### config.mk
export PLATFORM = sky130hd
export DESIGN_NAME = spi_read_sequencer
export DESIGN_NICKNAME = d
export VERILOG_FILES = /design/src/rtl/spi_copy_pkg.sv /design/src/rtl/spi_seg_calc.sv /design/src/rtl/spi_read_sequencer.sv
export SDC_FILE = /design/constraint.sdc
export NUM_CORES = 1
export LEC_CHECK = 0
export ABC_AREA = 1
export CAP_MARGIN = 30
export CORE_UTILIZATION = 55
export DETAILED_ROUTE_END_ITERATION = 8
export PLACE_DENSITY = 0.9
export SETUP_SLACK_MARGIN = 0.3
export SLEW_MARGIN = 0
export SYNTH_ARGS = -nofsm -noshare
export SYNTH_HDL_FRONTEND = slang
export SYNTH_SLANG_ARGS = --single-unit
### constraint.sdc
create_clock -name system_clk -period 5.9 [get_ports system_clk]
set_input_delay 0.59 -clock system_clk [delete_from_list [all_inputs] [get_ports system_clk]]
set_output_delay 0.59 -clock system_clk [all_outputs]
set_load 0.01 [all_outputs]
### src/rtl/spi_copy_pkg.sv
// Shared types and default constants for the SPI flash read sequencer.
package spi_copy_pkg;

  localparam logic [31:0] CHUNK_BYTES_DEF    = 32'h0001_0000;
  localparam logic [31:0] DIE_BYTES_DEF      = 32'h0200_0000;
  localparam int          SETTLE_CYCLES_DEF  = 16;
  localparam int          TIMEOUT_CYCLES_DEF = 1048576;

  typedef enum logic [3:0] {
    ST_IDLE,
    ST_ACQUIRE,
    ST_ISSUE,
    ST_WAIT,
    ST_PAUSE,
    ST_NEXT,
    ST_RELEASE,
    ST_DONE,
    ST_ERR
  } state_e;

  // One reader segment as seen on the rd_* interface.
  typedef struct packed {
    logic [31:0] start_addr;
    logic [31:0] end_addr;
    logic        switch_die;
  } seg_t;

endpackage

### src/rtl/spi_seg_calc.sv
// Combinational segment-bounds calculator: clips a segment at the chunk
// size, the die boundary and the image end, and flags die changes.
module spi_seg_calc
  import spi_copy_pkg::*;
#(
  parameter logic [31:0] CHUNK_BYTES = CHUNK_BYTES_DEF,
  parameter logic [31:0] DIE_BYTES   = DIE_BYTES_DEF
) (
  input  logic [31:0] addr,
  input  logic [31:0] img_end,
  input  logic [31:0] prev_die,
  input  logic        first_seg,
  output logic [31:0] seg_end,
  output logic [31:0] die_idx,
  output logic        switch_die
);

  localparam int DIE_SHIFT = $clog2(DIE_BYTES);

  logic [32:0] chunk_end;
  logic [32:0] die_end;
  logic [32:0] lim;

  // 33-bit sums so a segment near 32'hFFFF_FFFF cannot wrap to a small end.
  always_comb begin
    chunk_end  = {1'b0, addr} + {1'b0, CHUNK_BYTES} - 33'd1;
    die_end    = {1'b0, addr & ~(DIE_BYTES - 32'd1)} + {1'b0, DIE_BYTES} - 33'd1;
    lim        = (chunk_end < die_end) ? chunk_end : die_end;
    seg_end    = (lim < {1'b0, img_end}) ? lim[31:0] : img_end;
    die_idx    = addr >> DIE_SHIFT;
    switch_die = first_seg ? (die_idx != 32'd0) : (die_idx != prev_die);
  end

endmodule

### src/rtl/spi_read_sequencer.sv
// Copies a flash image by grabbing the flash bus, handing the reader one
// segment at a time, and releasing the bus when done, aborted or faulted.
module spi_read_sequencer
  import spi_copy_pkg::*;
#(
  parameter logic [31:0] CHUNK_BYTES    = CHUNK_BYTES_DEF,
  parameter logic [31:0] DIE_BYTES      = DIE_BYTES_DEF,
  parameter int          SETTLE_CYCLES  = SETTLE_CYCLES_DEF,
  parameter int          TIMEOUT_CYCLES = TIMEOUT_CYCLES_DEF
) (
  input  logic        system_clk,
  input  logic        system_reset_n,
  input  logic        start,
  input  logic        abort,
  input  logic [31:0] img_start_addr,
  input  logic [31:0] img_end_addr,
  output logic        rd_start_flag,
  output logic [31:0] rd_start_addr,
  output logic [31:0] rd_end_addr,
  output logic        rd_switch_die,
  input  logic        rd_finish,
  input  logic        fifo_full,
  input  logic        fifo_empty,
  output logic        mux_sel,
  output logic        oe_ctl,
  output logic        busy_n,
  output logic        completed_n,
  output logic        error,
  output logic [15:0] seg_count
);

  localparam logic [31:0] SETTLE_LAST  = 32'(SETTLE_CYCLES - 1);
  localparam logic [31:0] TIMEOUT_LAST = 32'(TIMEOUT_CYCLES - 1);

  state_e      state_q, state_d;
  logic [31:0] cnt_q, cnt_d;
  logic [31:0] addr_q, addr_d;
  logic [31:0] img_end_q, img_end_d;
  logic [31:0] prev_die_q, prev_die_d;
  logic        first_q, first_d;
  logic        aborted_q, aborted_d;
  logic        rd_start_flag_q, rd_start_flag_d;
  logic [31:0] rd_start_addr_q, rd_start_addr_d;
  logic [31:0] rd_end_addr_q, rd_end_addr_d;
  logic        rd_switch_die_q, rd_switch_die_d;
  logic        mux_sel_q, mux_sel_d;
  logic        oe_ctl_q, oe_ctl_d;
  logic        busy_n_q, busy_n_d;
  logic        completed_n_q, completed_n_d;
  logic        error_q, error_d;
  logic [15:0] seg_count_q, seg_count_d;

  logic [31:0] seg_end;
  logic [31:0] seg_die;
  logic        seg_switch;
  logic        go_rel;

  spi_seg_calc #(
    .CHUNK_BYTES(CHUNK_BYTES),
    .DIE_BYTES  (DIE_BYTES)
  ) u_seg_calc (
    .addr      (addr_q),
    .img_end   (img_end_q),
    .prev_die  (prev_die_q),
    .first_seg (first_q),
    .seg_end   (seg_end),
    .die_idx   (seg_die),
    .switch_die(seg_switch)
  );

  // Next-state and output logic; abort wins over every other event while
  // the bus is held, and a release always runs the settle delay.
  always_comb begin
    state_d         = state_q;
    cnt_d           = cnt_q + 32'd1;
    addr_d          = addr_q;
    img_end_d       = img_end_q;
    prev_die_d      = prev_die_q;
    first_d         = first_q;
    aborted_d       = aborted_q;
    rd_start_flag_d = 1'b0;
    rd_start_addr_d = rd_start_addr_q;
    rd_end_addr_d   = rd_end_addr_q;
    rd_switch_die_d = rd_switch_die_q;
    mux_sel_d       = mux_sel_q;
    oe_ctl_d        = oe_ctl_q;
    busy_n_d        = busy_n_q;
    completed_n_d   = completed_n_q;
    error_d         = error_q;
    seg_count_d     = seg_count_q;
    go_rel          = 1'b0;

    unique case (state_q)
      ST_IDLE, ST_DONE, ST_ERR: begin
        if (start) begin
          completed_n_d = 1'b1;
          error_d       = 1'b0;
          seg_count_d   = 16'd0;
          aborted_d     = 1'b0;
          addr_d        = img_start_addr;
          img_end_d     = img_end_addr;
          first_d       = 1'b1;
          cnt_d         = 32'd0;
          if (img_end_addr < img_start_addr) begin
            error_d = 1'b1;
            state_d = ST_ERR;
          end else begin
            mux_sel_d = 1'b1;
            oe_ctl_d  = 1'b1;
            busy_n_d  = 1'b0;
            state_d   = ST_ACQUIRE;
          end
        end
      end
      ST_ACQUIRE: begin
        if (abort) begin
          aborted_d = 1'b1;
          go_rel    = 1'b1;
        end else if (cnt_q == SETTLE_LAST) begin
          state_d = ST_ISSUE;
        end
      end
      ST_ISSUE: begin
        if (abort) begin
          aborted_d = 1'b1;
          go_rel    = 1'b1;
        end else begin
          // Registered launch: the flag and bounds appear together next cycle.
          rd_start_flag_d = 1'b1;
          rd_start_addr_d = addr_q;
          rd_end_addr_d   = seg_end;
          rd_switch_die_d = seg_switch;
          prev_die_d      = seg_die;
          first_d         = 1'b0;
          cnt_d           = 32'd0;
          state_d         = ST_WAIT;
        end
      end
      ST_WAIT: begin
        if (abort) begin
          aborted_d = 1'b1;
          go_rel    = 1'b1;
        end else if (rd_finish) begin
          if (seg_count_q != 16'hFFFF) seg_count_d = seg_count_q + 16'd1;
          state_d = fifo_full ? ST_PAUSE : ST_NEXT;
        end else if (cnt_q == TIMEOUT_LAST) begin
          error_d = 1'b1;
          go_rel  = 1'b1;
        end
      end
      ST_PAUSE: begin
        if (abort) begin
          aborted_d = 1'b1;
          go_rel    = 1'b1;
        end else if (fifo_empty) begin
          state_d = ST_NEXT;
        end
      end
      ST_NEXT: begin
        if (rd_end_addr_q == img_end_q) begin
          go_rel = 1'b1;
        end else begin
          addr_d  = rd_end_addr_q + 32'd1;
          state_d = ST_ISSUE;
        end
      end
      ST_RELEASE: begin
        if (cnt_q == SETTLE_LAST) begin
          busy_n_d = 1'b1;
          if (aborted_q) begin
            state_d = ST_IDLE;
          end else if (error_q) begin
            state_d = ST_ERR;
          end else begin
            completed_n_d = 1'b0;
            state_d       = ST_DONE;
          end
        end
      end
      default: state_d = ST_IDLE;
    endcase

    // Bus handoff is dropped on entry to RELEASE; an abort also clears status.
    if (go_rel) begin
      mux_sel_d = 1'b0;
      oe_ctl_d  = 1'b0;
      cnt_d     = 32'd0;
      state_d   = ST_RELEASE;
      if (aborted_d) begin
        completed_n_d = 1'b1;
        error_d       = 1'b0;
      end
    end
  end

  // State and output registers; reset frees the bus immediately.
  always_ff @(posedge system_clk or negedge system_reset_n) begin
    if (!system_reset_n) begin
      state_q         <= ST_IDLE;
      cnt_q           <= 32'd0;
      addr_q          <= 32'd0;
      img_end_q       <= 32'd0;
      prev_die_q      <= 32'd0;
      first_q         <= 1'b1;
      aborted_q       <= 1'b0;
      rd_start_flag_q <= 1'b0;
      rd_start_addr_q <= 32'd0;
      rd_end_addr_q   <= 32'd0;
      rd_switch_die_q <= 1'b0;
      mux_sel_q       <= 1'b0;
      oe_ctl_q        <= 1'b0;
      busy_n_q        <= 1'b1;
      completed_n_q   <= 1'b1;
      error_q         <= 1'b0;
      seg_count_q     <= 16'd0;
    end else begin
      state_q         <= state_d;
      cnt_q           <= cnt_d;
      addr_q          <= addr_d;
      img_end_q       <= img_end_d;
      prev_die_q      <= prev_die_d;
      first_q         <= first_d;
      aborted_q       <= aborted_d;
      rd_start_flag_q <= rd_start_flag_d;
      rd_start_addr_q <= rd_start_addr_d;
      rd_end_addr_q   <= rd_end_addr_d;
      rd_switch_die_q <= rd_switch_die_d;
      mux_sel_q       <= mux_sel_d;
      oe_ctl_q        <= oe_ctl_d;
      busy_n_q        <= busy_n_d;
      completed_n_q   <= completed_n_d;
      error_q         <= error_d;
      seg_count_q     <= seg_count_d;
    end
  end

  assign rd_start_flag = rd_start_flag_q;
  assign rd_start_addr = rd_start_addr_q;
  assign rd_end_addr   = rd_end_addr_q;
  assign rd_switch_die = rd_switch_die_q;
  assign mux_sel       = mux_sel_q;
  assign oe_ctl        = oe_ctl_q;
  assign busy_n        = busy_n_q;
  assign completed_n   = completed_n_q;
  assign error         = error_q;
  assign seg_count     = seg_count_q;

endmodule

==> results of run 1 <==
[logic make-up (layout without fill, tap and decap cells)]
kind of cell	after synthesis	count (layout)	synth area share [%]
other cells	0	2	0
compound gates	264	265	11.2
flops	188	188	36.5
buf+inv	324	469	9.86
xor+xnor	72	72	4.95
fa+ha+maj	70	70	6.80
simple gates	893	893	30.7
[cells in the mapped netlist (10+ instances only)]
library cell	instances	area [µm²]
nand2_1	477	1790
inv_1	263	987
dfrtp_1	185	4630
nor2_1	148	556
o21ai_0	146	731
nand3_1	103	515
a21oi_1	77	385
ha_1	70	876
nor3_1	49	245
nand4_1	37	231
xor2_1	37	324
xnor2_1	34	298
clkbuf_1	32	120
nor2_2	21	131
nor4_1	19	119
o211ai_1	13	97.6
buf_2	10	50.1
[registers in the layout, indices dropped and copies added (netlist names), 4 cells and up]
name	cells
img_end_q	32
addr_q	32
seg_count	16
state_q	4
cnt_q	32
rd_start_addr	32
rd_end_addr	32
[power by group through the flow]
stage	sequential [W]	combinational, W	clock [W]
after global routing	0.00236	0.00456	0.00130
after CTS	0.00229	0.00403	0.00125
after detailed placement	0.00230	0.00398	0
after floorplan	0.00223	0.00257	0
after global placement	0.00228	0.00386	0
final	0.00231	0.00420	0.00126
[metal layers]
layer,global-route usage [%],share of wire [%]
met1,46.6,39
met2,53.6,45
met3,6.55,12
met4,15.9,4.3
met5,0,0.029
[final timing paths]
| path | to | slack [ns] | cells past startpoint |
|---|---|---|---|
| hold reg to reg | rd_start_addr[22] | 0.48 | 2 |
| setup reg to reg | rd_end_addr[3] | 0.62 | 29 |
| setup / recovery | rd_end_addr[3] | 0.62 | 29 |
| min in group system_clk | rd_start_addr[22] | 0.48 | 2 |
| max in group asynchronous | addr_q[19] | 4.48 | 2 |
| hold / removal | seg_count[1] | 0.08 | 1 |
[stage by stage]
step	setup WS [ns]	utilization, %	total power [W]
final	0.621	67.4	0.00777
after CTS	0.413	67.2	0.00757
after floorplan	1.37	-	0.00480
after detailed placement	0.497	64.4	0.00628
after global placement	0.793	64.4	0.00614
after global routing	0.341	67.4	0.00822
[worst max-delay path: cells and delay by family (launching register included)]
| kind | cells | cell delay, ns |
|---|---|---|
| compound gates | 4 | 0.89 |
| xor+xnor | 1 | 0.26 |
| fa+ha+maj | 2 | 0.56 |
| buf+inv | 5 | 0.53 |
| flops | 1 | 0.42 |
| simple gates | 17 | 2.55 |
[cell type report]
cell class	count	share of cell area (%)
multi-input combinational	1300	45.4
sequential	188	30.7
timing repair buffer	165	10.6
inverter	272	6.67
clock buffer	21	2.87
tap	313	2.55
clock inverter	11	1.19
antenna	2	0.0326
==> reports/qor.txt, run 1 <==
initial antenna violation count: 4
FILL cells: 1835
area of the multi-input gates: 6970 µm²
#FFs+latches synth: 188
post-DR wirelength/cell: 18.1 µm
CTS Sinks: 188
max-cap violations: 0
Crit. Startpoint: addr_q[16]
Max VDD drop: 363 µV
unrepaired setup endpoints after global routing: false
Final #Nets: 2085
Die X: 155 µm
critical path arrival: 5.65 ns
Synth Flop Type: dfrtp_1
Hold Path Class: primary input to async pin
final setup vio count: 0
final hold slack: 0.0824 ns
switching portion of total power: 48.7%
layout cells sized above 1: 5.47%
P_int: 0.00399 W
commonest non-fill, non-tap cell in the layout: nand2_1
EDFF count, synth: 0
die height: 155 µm
clk_lat worst skew: 0.44 ns
final hold violations: 0
post-route insts no fill: 2272
DP Cell Count: 2237
hpwl dp: 30700 µm
Tcrit/Tclk final: 89.5%
Num CTS Buffers: 17
Startpoint Class: flip-flop
critical path endpoint category: flip-flop
clk slew on worst S/H paths: 0.08 ns
slowest cell on the critical path: dfrtp_1
Routed WL: 41100 µm
Max-slew headroom: 31.8%
Layout area overhead: 19.1%
Synth warnings: 0
clock power share: 16.2%
number of global-route vias before repair: 12500
final instance area: 15300 µm²
Leak: 7.35 nW
RePlAce Congestion: 1.02
Syn Nets: 1952
DRC: 0
post-synthesis sequential area ratio: 36.5%
pin count of the biggest net entering global routing: 75
slowest stage delay, CP: 0.42 ns
total global-route track usage: 34.5%
max-slew violations: 0
crit-path most repeated cell: nand2_1
Post-CTS Resized: 0
total negative setup slack: 0 ns
Slew @ Worst Pin: 1.02 ns
via/cell ratio: 5.92
commonest non-fill, non-tap cells in the layout: 477 x nand2_1, 262 x inv_1, 185 x dfrtp_1, 156 x clkdlybuf4s50_1
total gr overflow: 0
total setup buffers inserted after CTS: 0
reg2reg start: addr_q[16]
initial DRC count: 1942
first-pass GRT wire length: 64500 µm
Req. time, crit path: 6.27 ns
Seq pwr share: 29.8%
synthesized area: 12900 µm²
average cell area after synthesis: 7.12 µm²
crit path time final: 5.28 ns
power per cell area: 506 nW/µm²
CP Class: flip-flop to flip-flop
Ports: 158
vias post-DR: 13500
DP Area: 14700 µm²
H-tree depth: 4
Root Buffer: clkbuf_16
clock buffer depth: 2
post-synthesis cell type count: 58
Routed Antenna Nets: 0
Synth Instances: 1811
Initial Util: 56.6%
FF/Latch Area: 4710 µm²
crit path max fanout: 32
CTS Hold Bufs: 0
CTS tree: yes
core area: 22800 µm²
asr flop ratio synth: 100%
Worst Clk Skew: 0.0145 ns
First-pass DRT Iterations: 6
die area: 24000 µm²
switching pwr: 0.00378 W
Comb power frac: 54.1%
IO Port Bufs: 157
Max Freq: 0.189 GHz
Row Count: 55
status: completed
Note: power is estimated with default switching activity, not from simulation.
==> inputs of run 2 (changes only) <==
--- a/config.mk
+++ b/config.mk
@@ -7,9 +7,11 @@
 export LEC_CHECK = 0
 export ABC_AREA = 1
 export CAP_MARGIN = 30
-export CORE_UTILIZATION = 55
+export CELL_PAD_IN_SITES_DETAIL_PLACEMENT = 0
+export CELL_PAD_IN_SITES_GLOBAL_PLACEMENT = 2
+export CORE_UTILIZATION = 32
 export DETAILED_ROUTE_END_ITERATION = 8
-export PLACE_DENSITY = 0.9
+export PLACE_DENSITY = 0.92
 export SETUP_SLACK_MARGIN = 0.3
 export SLEW_MARGIN = 0
 export SYNTH_ARGS = -nofsm -noshare
==> run 2 against run 1 <==
Against the previous run: clock power is essentially flat; final area increased by 1.8%; sequential share of layout area is 0.54 points lower; largest cell class unchanged; register-to-register slack improved by 0.17 ns; utilization fell by 28 points; sequential power about the same; hold slack better by 0.091 ns; global-route usage shrank 12 points; clock skew is 0.0020 ns lower; critical path type unchanged.
==> reports/qor.txt, run 2 (synthesized netlist as in run 1, its figures left out) <==
status: completed
Final #Nets: 2088 (+0.14%)
RePlAce Congestion: 0.920 (-9.9%)
Max-slew headroom: 35.5% (+3.7 points)
total negative setup slack: 0 ns (unchanged)
First-pass DRT Iterations: 7 (+1)
critical path endpoint category: flip-flop
Ports: 158 (unchanged)
Die X: 203 µm (+31%)
CTS tree: yes
crit-path most repeated cell: inv_1
vias post-DR: 12300 (-8.5%)
die area: 41100 µm² (+71%)
Routed WL: 45500 µm (+11%)
DP Area: 15000 µm² (+2.2%)
Slew @ Worst Pin: 0.967 ns (-0.0551 ns)
Tcrit/Tclk final: 86.6% (-2.9 points)
Req. time, crit path: 6.25 ns (-0.02 ns)
slowest stage delay, CP: 0.43 ns (about the same)
clock buffer depth: 2 (unchanged)
initial DRC count: 1073 (-45%)
total gr overflow: 0 (unchanged)
commonest non-fill, non-tap cells in the layout: 477 x nand2_1, 262 x inv_1, 185 x dfrtp_1, 156 x clkdlybuf4s50_1
layout cells sized above 1: 5.66% (+0.20 points)
final setup vio count: 0 (unchanged)
unrepaired setup endpoints after global routing: false
critical path arrival: 5.46 ns (-0.19 ns)
Layout area overhead: 21.2%
clk slew on worst S/H paths: 0.08 ns (about the same)
CTS Hold Bufs: 0 (unchanged)
post-DR wirelength/cell: 18.3 µm (+1.2%)
initial antenna violation count: 2 (-2)
Startpoint Class: flip-flop
Root Buffer: clkbuf_16
via/cell ratio: 4.95 (-16%)
max-slew violations: 0 (unchanged)
crit path time final: 5.11 ns (-0.170 ns)
first-pass GRT wire length: 69700 µm (+8.0%)
number of global-route vias before repair: 11800 (-5.3%)
Max VDD drop: 235 µV (-35%)
Worst Clk Skew: 0.0124 ns (-0.00205 ns)
total global-route track usage: 22.3% (-12 points)
total setup buffers inserted after CTS: 0 (unchanged)
hpwl dp: 35300 µm (+15%)
post-layout util: 39.3% (-28 points)
core area: 39700 µm² (+74%)
IO Port Bufs: 157 (unchanged)
power per cell area: 496 nW/µm² (-2.1%)
commonest non-fill, non-tap cell in the layout: nand2_1
Hold Path Class: primary input to async pin
pin count of the biggest net entering global routing: 104 (+39%)
Row Count: 73 (+33%)
Routed Antenna Nets: 0 (unchanged)
Max Freq: 0.196 GHz (+3.3%)
final hold violations: 0 (unchanged)
CP Class: flip-flop to flip-flop
clk_lat worst skew: 0.47 ns (+0.03 ns)
Initial Util: 32.4% (-24 points)
H-tree depth: 4 (unchanged)
Num CTS Buffers: 17 (unchanged)
crit path max fanout: 28 (-13%)
CTS Sinks: 188 (unchanged)
Leak: 7.35 nW (about the same)
max-cap violations: 0 (unchanged)
die height: 203 µm (+31%)
final instance area: 15600 µm² (+1.8%)
DRC: 0 (unchanged)
slowest cell on the critical path: dfrtp_1
## run 2: layout make-up
class / count / area (µm²)
Fill cell: 4189 / 24100
Antenna cell: 1 / 2.50
Multi-Input combinational cell: 1299 / 6940
Sequential cell: 188 / 4710
Inverter: 272 / 1020
Clock inverter: 12 / 163
Timing Repair Buffer: 169 / 1690
Tap cell: 525 / 657
Clock buffer: 20 / 447
## run 2: final timing paths
path                                     end  cells past startpoint      startpoint  slack (ns)
min reg2reg                         cnt_q[0]                      1        cnt_q[0]        0.47
max reg2reg                  rd_end_addr[27]                     31      addr_q[16]        0.79
max                          rd_end_addr[27]                     31      addr_q[16]        0.79
min                        rd_start_addr[31]                      1  system_reset_n        0.17
min in group system_clk             cnt_q[0]                      1        cnt_q[0]        0.47
max in group asynchronous              error                      2  system_reset_n        4.64
## run 2: power by group
group	switching, W	total (W)	leakage [nW]	internal [W]
sequential	0.000566	0.00232	2.41	0.00176
combinational	0.00264	0.00418	4.65	0.00154
clock	0.000562	0.00125	0.292	0.000684
total	0.00376	0.00774	7.35	0.00398
## run 2: repair_timing
item                                    CTS  global route
endpoints found under the setup margin    0            32
endpoints found under the hold margin     0             0
resized for setup                         0             2
## run 2: worst max-delay path, delay by kind of cell, from the launching register on
family          cells  cell delay (ns)
simple gates       20             2.84
buf+inv             7             0.73
fa+ha+maj           2             0.54
flops               1             0.43
compound gates      1             0.24
xor+xnor            1             0.18
## run 2: per-layer routing
| layer | vias to the layer above | global-route usage (%) | part of all wire (%) |
|---|---|---|---|
| met5 | - | 0 | 0 |
| met4 | 0 | 7.01 | 2.2 |
| met3 | 53 | 4.33 | 5.5 |
| met2 | 345 | 34.2 | 44 |
| met1 | 5801 | 31.6 | 48 |
| li1 | 6118 | - | - |
## run 2: per-stage QoR
stage / instances / worst slack (ns) / hold WS [ns] / power (W)
floorplan: 1811 / 1.37 / 0.294 / 0.00480
global placement: 2452 / 0.822 / 0.445 / 0.00644
detailed placement: 2453 / 0.641 / 0.457 / 0.00648
CTS: 2485 / 0.597 / 0.220 / 0.00775
global route: 2486 / 0.269 / 0.235 / 0.00836
finish: 2486 / 0.791 / 0.174 / 0.00774
